[src/rtl/wb_switch_pkg.sv]
// Shared types and bus slice widths for the parametrised Wishbone peripheral switch.
package wb_switch_pkg;
  localparam int WB_AW = 32;
  localparam int WB_DW = 32;
  localparam int WB_SW = 4;

  typedef enum logic [1:0] {
    IDLE   = 2'd0,
    ACTIVE = 2'd1,
    RESP   = 2'd2
  } state_e;
endpackage

[src/rtl/wb_switch_decode.sv]
// Combinational address decoder: base-window match plus slave-index range check.
module wb_switch_decode
  import wb_switch_pkg::*;
#(
  parameter int          NUM_SLAVES = 7,
  parameter int          SEL_LSB    = 12,
  parameter int          SEL_W      = 4,
  parameter logic [31:0] BASE_ADDR  = 32'h1000_0000
) (
  input  logic [WB_AW-1:0] i_adr,
  output logic             o_hit,
  output logic [SEL_W-1:0] o_idx
);

  localparam int LP_WIN_LSB = SEL_LSB + SEL_W;
  // With no bits above the index field the window always matches.
  localparam logic [WB_AW-1:0] LP_WIN_MASK =
    (LP_WIN_LSB >= WB_AW) ? {WB_AW{1'b0}} : ({WB_AW{1'b1}} << LP_WIN_LSB);
  localparam logic [SEL_W:0] LP_NUM = (SEL_W + 1)'(NUM_SLAVES);

  logic w_win;

  assign o_idx = i_adr[SEL_LSB +: SEL_W];
  assign w_win = ((i_adr ^ BASE_ADDR) & LP_WIN_MASK) == {WB_AW{1'b0}};
  assign o_hit = w_win && ({1'b0, o_idx} < LP_NUM);

endmodule

[src/rtl/wb_switch_param.sv]
// Single-master Wishbone classic switch for up to 16 peripherals, with
// unmapped-slot error response and a per-transaction timeout watchdog.
module wb_switch_param
  import wb_switch_pkg::*;
#(
  parameter int          NUM_SLAVES = 7,
  parameter int          SEL_LSB    = 12,
  parameter int          SEL_W      = 4,
  parameter logic [31:0] BASE_ADDR  = 32'h1000_0000,
  parameter int          TIMEOUT    = 255,
  parameter int          TIMEOUT_W  = 8
) (
  input  logic                        clk_i,
  input  logic                        rst_i,
  input  logic                        master_stb_i,
  input  logic                        master_we_i,
  input  logic [WB_AW-1:0]            master_adr_i,
  input  logic [WB_DW-1:0]            master_dat_i,
  input  logic [WB_SW-1:0]            master_sel_i,
  output logic [WB_DW-1:0]            master_dat_o,
  output logic                        master_ack_o,
  output logic                        master_err_o,
  output logic                        master_tmo_o,
  output logic [NUM_SLAVES-1:0]       slave_stb_o,
  output logic [NUM_SLAVES-1:0]       slave_cyc_o,
  output logic [NUM_SLAVES-1:0]       slave_we_o,
  output logic [NUM_SLAVES*WB_AW-1:0] slave_adr_o,
  output logic [NUM_SLAVES*WB_DW-1:0] slave_dat_o,
  output logic [NUM_SLAVES*WB_SW-1:0] slave_sel_o,
  input  logic [NUM_SLAVES*WB_DW-1:0] slave_dat_i,
  input  logic [NUM_SLAVES-1:0]       slave_ack_i
);

  localparam logic [TIMEOUT_W-1:0]  LP_TMO     = TIMEOUT_W'(TIMEOUT);
  localparam logic [NUM_SLAVES-1:0] LP_ONE     = NUM_SLAVES'(1);
  localparam bit                    LP_WDOG_EN = (TIMEOUT != 0);

  state_e                r_state;
  state_e                w_state_nxt;
  logic [WB_AW-1:0]      r_adr;
  logic [WB_DW-1:0]      r_wdat;
  logic [WB_SW-1:0]      r_sel;
  logic                  r_we;
  logic [SEL_W-1:0]      r_idx;
  logic [TIMEOUT_W-1:0]  r_cnt;
  logic [TIMEOUT_W-1:0]  w_cnt_nxt;
  logic [NUM_SLAVES-1:0] r_stb;
  logic [NUM_SLAVES-1:0] w_stb_nxt;
  logic [WB_DW-1:0]      r_dat;
  logic [WB_DW-1:0]      w_dat_nxt;
  logic                  r_ack;
  logic                  r_err;
  logic                  r_tmo;
  logic                  w_ack_nxt;
  logic                  w_err_nxt;
  logic                  w_tmo_nxt;
  logic                  w_latch;
  logic                  w_hit;
  logic [SEL_W-1:0]      w_idx;
  logic                  w_sack;
  logic [WB_DW-1:0]      w_sdat;
  logic                  w_tmo_hit;

  wb_switch_decode #(
    .NUM_SLAVES (NUM_SLAVES),
    .SEL_LSB    (SEL_LSB),
    .SEL_W      (SEL_W),
    .BASE_ADDR  (BASE_ADDR)
  ) u_decode (
    .i_adr (master_adr_i),
    .o_hit (w_hit),
    .o_idx (w_idx)
  );

  // AND-OR select of the addressed slave's ack and read data; others are ignored.
  always_comb begin
    w_sack = 1'b0;
    w_sdat = {WB_DW{1'b0}};
    for (int i = 0; i < NUM_SLAVES; i++) begin
      w_sack = w_sack | (slave_ack_i[i] & (r_idx == SEL_W'(i)));
      w_sdat = w_sdat | (slave_dat_i[i*WB_DW +: WB_DW] & {WB_DW{r_idx == SEL_W'(i)}});
    end
  end

  assign w_tmo_hit = LP_WDOG_EN && (r_cnt == LP_TMO);

  // Next-state and response logic; an ack in the terminal watchdog cycle beats the timeout.
  always_comb begin
    w_state_nxt = r_state;
    w_cnt_nxt   = r_cnt;
    w_stb_nxt   = r_stb;
    w_dat_nxt   = r_dat;
    w_ack_nxt   = 1'b0;
    w_err_nxt   = 1'b0;
    w_tmo_nxt   = 1'b0;
    w_latch     = 1'b0;
    case (r_state)
      IDLE: begin
        if (master_stb_i) begin
          w_latch = 1'b1;
          if (w_hit) begin
            w_state_nxt = ACTIVE;
            w_cnt_nxt   = {TIMEOUT_W{1'b0}};
            w_stb_nxt   = LP_ONE << w_idx;
          end else begin
            w_state_nxt = RESP;
            w_ack_nxt   = 1'b1;
            w_err_nxt   = 1'b1;
            w_dat_nxt   = {WB_DW{1'b0}};
          end
        end else begin
          w_state_nxt = IDLE;
        end
      end
      ACTIVE: begin
        if (w_sack) begin
          w_state_nxt = RESP;
          w_stb_nxt   = {NUM_SLAVES{1'b0}};
          w_ack_nxt   = 1'b1;
          w_dat_nxt   = w_sdat;
        end else if (w_tmo_hit) begin
          w_state_nxt = RESP;
          w_stb_nxt   = {NUM_SLAVES{1'b0}};
          w_ack_nxt   = 1'b1;
          w_err_nxt   = 1'b1;
          w_tmo_nxt   = 1'b1;
          w_dat_nxt   = {WB_DW{1'b0}};
        end else begin
          w_cnt_nxt = r_cnt + TIMEOUT_W'(1);
        end
      end
      RESP: begin
        w_state_nxt = IDLE;
      end
      default: begin
        w_state_nxt = IDLE;
        w_stb_nxt   = {NUM_SLAVES{1'b0}};
      end
    endcase
  end

  // State, watchdog, response and latched-request registers.
  always_ff @(posedge clk_i or posedge rst_i) begin
    if (rst_i) begin
      r_state <= IDLE;
      r_cnt   <= {TIMEOUT_W{1'b0}};
      r_stb   <= {NUM_SLAVES{1'b0}};
      r_dat   <= {WB_DW{1'b0}};
      r_ack   <= 1'b0;
      r_err   <= 1'b0;
      r_tmo   <= 1'b0;
      r_adr   <= {WB_AW{1'b0}};
      r_wdat  <= {WB_DW{1'b0}};
      r_sel   <= {WB_SW{1'b0}};
      r_we    <= 1'b0;
      r_idx   <= {SEL_W{1'b0}};
    end else begin
      r_state <= w_state_nxt;
      r_cnt   <= w_cnt_nxt;
      r_stb   <= w_stb_nxt;
      r_dat   <= w_dat_nxt;
      r_ack   <= w_ack_nxt;
      r_err   <= w_err_nxt;
      r_tmo   <= w_tmo_nxt;
      if (w_latch) begin
        r_adr  <= master_adr_i;
        r_wdat <= master_dat_i;
        r_sel  <= master_sel_i;
        r_we   <= master_we_i;
        r_idx  <= w_idx;
      end else begin
        r_adr  <= r_adr;
        r_wdat <= r_wdat;
        r_sel  <= r_sel;
        r_we   <= r_we;
        r_idx  <= r_idx;
      end
    end
  end

  assign master_dat_o = r_dat;
  assign master_ack_o = r_ack;
  assign master_err_o = r_err;
  assign master_tmo_o = r_tmo;
  assign slave_stb_o  = r_stb;
  assign slave_cyc_o  = r_stb;
  assign slave_we_o   = r_stb & {NUM_SLAVES{r_we}};

  for (genvar g = 0; g < NUM_SLAVES; g++) begin : g_fan
    assign slave_adr_o[g*WB_AW +: WB_AW] = r_adr;
    assign slave_dat_o[g*WB_DW +: WB_DW] = r_wdat;
    assign slave_sel_o[g*WB_SW +: WB_SW] = r_sel;
  end

endmodule

[config.mk]
export PLATFORM = sky130hd
export DESIGN_NAME = wb_switch_param
export DESIGN_NICKNAME = d
export VERILOG_FILES = /design/src/rtl/wb_switch_pkg.sv /design/src/rtl/wb_switch_decode.sv /design/src/rtl/wb_switch_param.sv
export SDC_FILE = /design/constraint.sdc
export NUM_CORES = 1
export LEC_CHECK = 0
export CAP_MARGIN = 5
export CORE_AREA = 2 2 325 327
export CTS_CLUSTER_DIAMETER = 30
export DETAILED_ROUTE_END_ITERATION = 10
export DIE_AREA = 0 0 327 329
export PLACE_DENSITY = 0.3
export SETUP_SLACK_MARGIN = 0.5
export SYNTH_ARGS = -nofsm -noshare
export SYNTH_HDL_FRONTEND = slang
export SYNTH_SLANG_ARGS = --single-unit
[constraint.sdc]
create_clock -name clk_i -period 4.56 [get_ports clk_i]
set_input_delay 0.684 -clock clk_i [delete_from_list [all_inputs] [get_ports clk_i]]
set_output_delay 0.684 -clock clk_i [all_outputs]
set_load 0.05 [all_outputs]
==> results.json <==
{
  "p_leak_nw": 6.12,
  "ir_drop_mv": 0.158,
  "yosysSeqAreaShare": 0.336,
  "drt_pass1_iterations": 10,
  "fin_setup_tns_ns": 0,
  "portBuffers": 834,
  "synth.distinct_cells": 44,
  "viasPerCell": 3.14,
  "synth-edff-count": 0,
  "cts_setup_buffers": 0,
  "synth-xor-area-share": 0.000971,
  "gr-usage-all-layers": 0.109,
  "layout-drive-gt1-share": 0.110,
  "dieWidth_um": 327,
  "antenna_violating_nets_post_route": 0,
  "grt_pass1_vias": 8601,
  "dieArea_um2": 108000,
  "grt_pass1_wl_mm": 79.5,
  "outcome": "finished clean",
  "worstRegToRegCells": 6,
  "total_power_mw": 7.32,
  "r2r_end": "r_cnt[5]",
  "cts_num_sinks": 121,
  "clkTransAtPathRegs_ns": 0.07,
  "hold_path_class": "reg -> reg",
  "synth_area_um2": 9020,
  "cp_cell_sequence": "buf_4 > nor3b_1 > a22o_1 > nor4_2 > a22oi_2 > a221o_1",
  "die_height_um": 329,
  "yosys.area.top_type_share": 0.345,
  "num-nets-final": 1633,
  "cp-start-kind": "flop",
  "min_period_over_period": 0.708,
  "yosysWarningCount": 0,
  "synthesis.area_per_instance_um2": 9.96,
  "hold_buffers": 0,
  "cts_tree": "yes",
  "syn_nets": 1210,
  "htreeDepth": 4,
  "critPathMaxFanout": 12,
  "dp_hpwl_mm": 50.9,
  "synth_most_common_cell": "buf_4",
  "worstSetupEndpointType": "flop",
  "cts_buffer_depth": 2,
  "tightest_slew_ns": 1.09,
  "setup_viol": 0,
  "hold_path_end": "master_dat_o[12]",
  "cap_violations": 0,
  "cts-resized-gates": 0,
  "clkLatencyLatePin_ns": 0.49,
  "maxSlewHeadroom": 0.271,
  "fmax_mhz": 310,
  "synthAdderAreaFrac": 0.00139,
  "cts_root_buffer": "clkbuf_16",
  "area_growth_syn_to_layout_pct": 85.9,
  "num_rows": 119,
  "initial_utilization": 0.0864,
  "p_per_area_nw_per_um2": 436,
  "synth_ff_type": "dfrtp_1",
  "hold_depth": 1,
  "antenna_found_initial": 34,
  "ys_top_cells_by_count": "buf_4 (415), dfrtp_1 (121), mux2_2 (71), a222oi_1 (64), nand2_1 (38)",
  "rrSetupSlack_ns": 1.33,
  "gp_congestion": 0.751,
  "synth_area_leader_cell": "buf_4",
  "cpPeakStageDelay_ns": 0.84,
  "worstPathRequired_ns": 4.93,
  "fin_area_um2": 16800,
  "dr_total_vias": 8606,
  "synth_seq_cells": 121,
  "period_needed_ns": 3.23,
  "initialDrtViolationCount": 635,
  "critPathKind": "reg -> reg",
  "synth_cells": 906,
  "grt_max_degree": 65,
  "cp-startpoint": "r_adr[15]",
  "dpl-instance-area_um2": 16100,
  "hold_viol_final": 0,
  "r2r-start": "r_adr[15]",
  "grt-ovfl-total": 0,
  "min-delay-start": "master_dat_o[12]",
  "rsz0062_at_grt": "false",
  "crit_arrival_ns": 3.60,
  "coreArea_um2": 104000,
  "synth.area.top_cells": "buf_4 (35%), dfrtp_1 (34%), mux2_2 (8.9%)",
  "fin_worst_skew_ns": 0.0173,
  "wl_per_cell_um": 22.2,
  "cp_slowest_cell": "nor4_2",
  "muxShareOfSynthArea": 0.0886,
  "drc": 0,
  "synth_compound_area_frac": 0.128,
  "async_flop_share": 1.00,
  "synthSimpleGateAreaFrac": 0.0745,
  "drv_slew": 0,
  "synth_top_family_by_area": "buffers and inverters",
  "ios": 835,
  "wirelength_mm": 60.8,
  "cts_made_buffers": 17
}
[power by group]
group	internal, mW	leakage [nW]	total (mW)	switching [mW]
clock network	0.914	0.296	1.57	0.657
registers	1.17	1.52	1.41	0.248
logic	1.44	4.31	4.33	2.89
[worst max-delay path by stage]
stage	endpoint	slack (ns)	cells after the start
after floorplan	master_ack_o	0.66	1
after global placement	r_cnt[5]	1.26	8
after detailed placement	r_cnt[5]	1.23	8
after CTS	slave_adr_o[15]	1.34	2
after global routing	r_cnt[5]	1.21	6
final	r_cnt[5]	1.33	6
[metal layers]
layer,up-vias,global-route usage,share of wire
met1,4236,0.118,0.38
met4,16,0.0343,0.022
met3,94,0.0416,0.083
met2,571,0.196,0.52
li1,3689,-,-
met5,-,0,0.0017
[cell usage in the layout (no fill, tap or decap), drive strengths merged, types with 5 or more instances in the layout]
cell / n
buf: 27
inv: 11
nor4: 6
a222oi: 64
mux2: 71
dfrtp: 121
and2: 9
nand2: 38
clkbuf: 17
nor3: 8
clkdlybuf4s50: 834
nor2: 5
a22o: 36
diode: 5
nand3: 37
[flip-flops by register name, summed over array words and instances, names as in the netlist]
register,cells
r_sel,4
master_err_o,1
slave_cyc_o,7
r_cnt,8
master_dat_o,32
r_wdat,32
r_state,2
r_adr,32
r_we,1
master_tmo_o,1
master_ack_o,1
[critical path: cells and delay by family, from the launching register on]
family,cells,cell delay [ns]
compound gates,3,1.04
flops,1,0.76
simple gates,2,0.92
buf+inv,1,0.37
[kinds of logic (layout without fill, tap and decap cells)]
group,count (synthesis),count (layout)
AO/OA/AOI/OAI,121,121
XOR/XNOR,1,1
adder cells (fa/ha/maj),1,1
buffers and inverters,465,900
flip-flops,121,121
multiplexers,71,71
other,0,5
AND/OR/NAND/NOR,126,126
[final cells by class]
class,count,area [um2]
tap,1391,1740
timing repair buffer,861,8590
inverter,8,35.0
clock buffer,17,425
sequential,121,3030
multi-input combinational,320,2740
fill,11624,87600
antenna,5,12.5
clock inverter,14,196
[metrics by stage]
step / setup WS (ns) / util / hold WS (ns) / cells
6_report: 1.33 / 0.161 / 0.513 / 2737
5_1_grt: 1.21 / 0.161 / 0.534 / 2734
4_1_cts: 1.34 / 0.161 / 0.516 / 2732
3_5_place_dp: 1.23 / 0.155 / 0.493 / 2701
3_3_place_gp: 1.26 / 0.155 / 0.490 / 2701
2_1_floorplan: 0.662 / - / 0.484 / 906
Power figures use the tool's default switching activity.
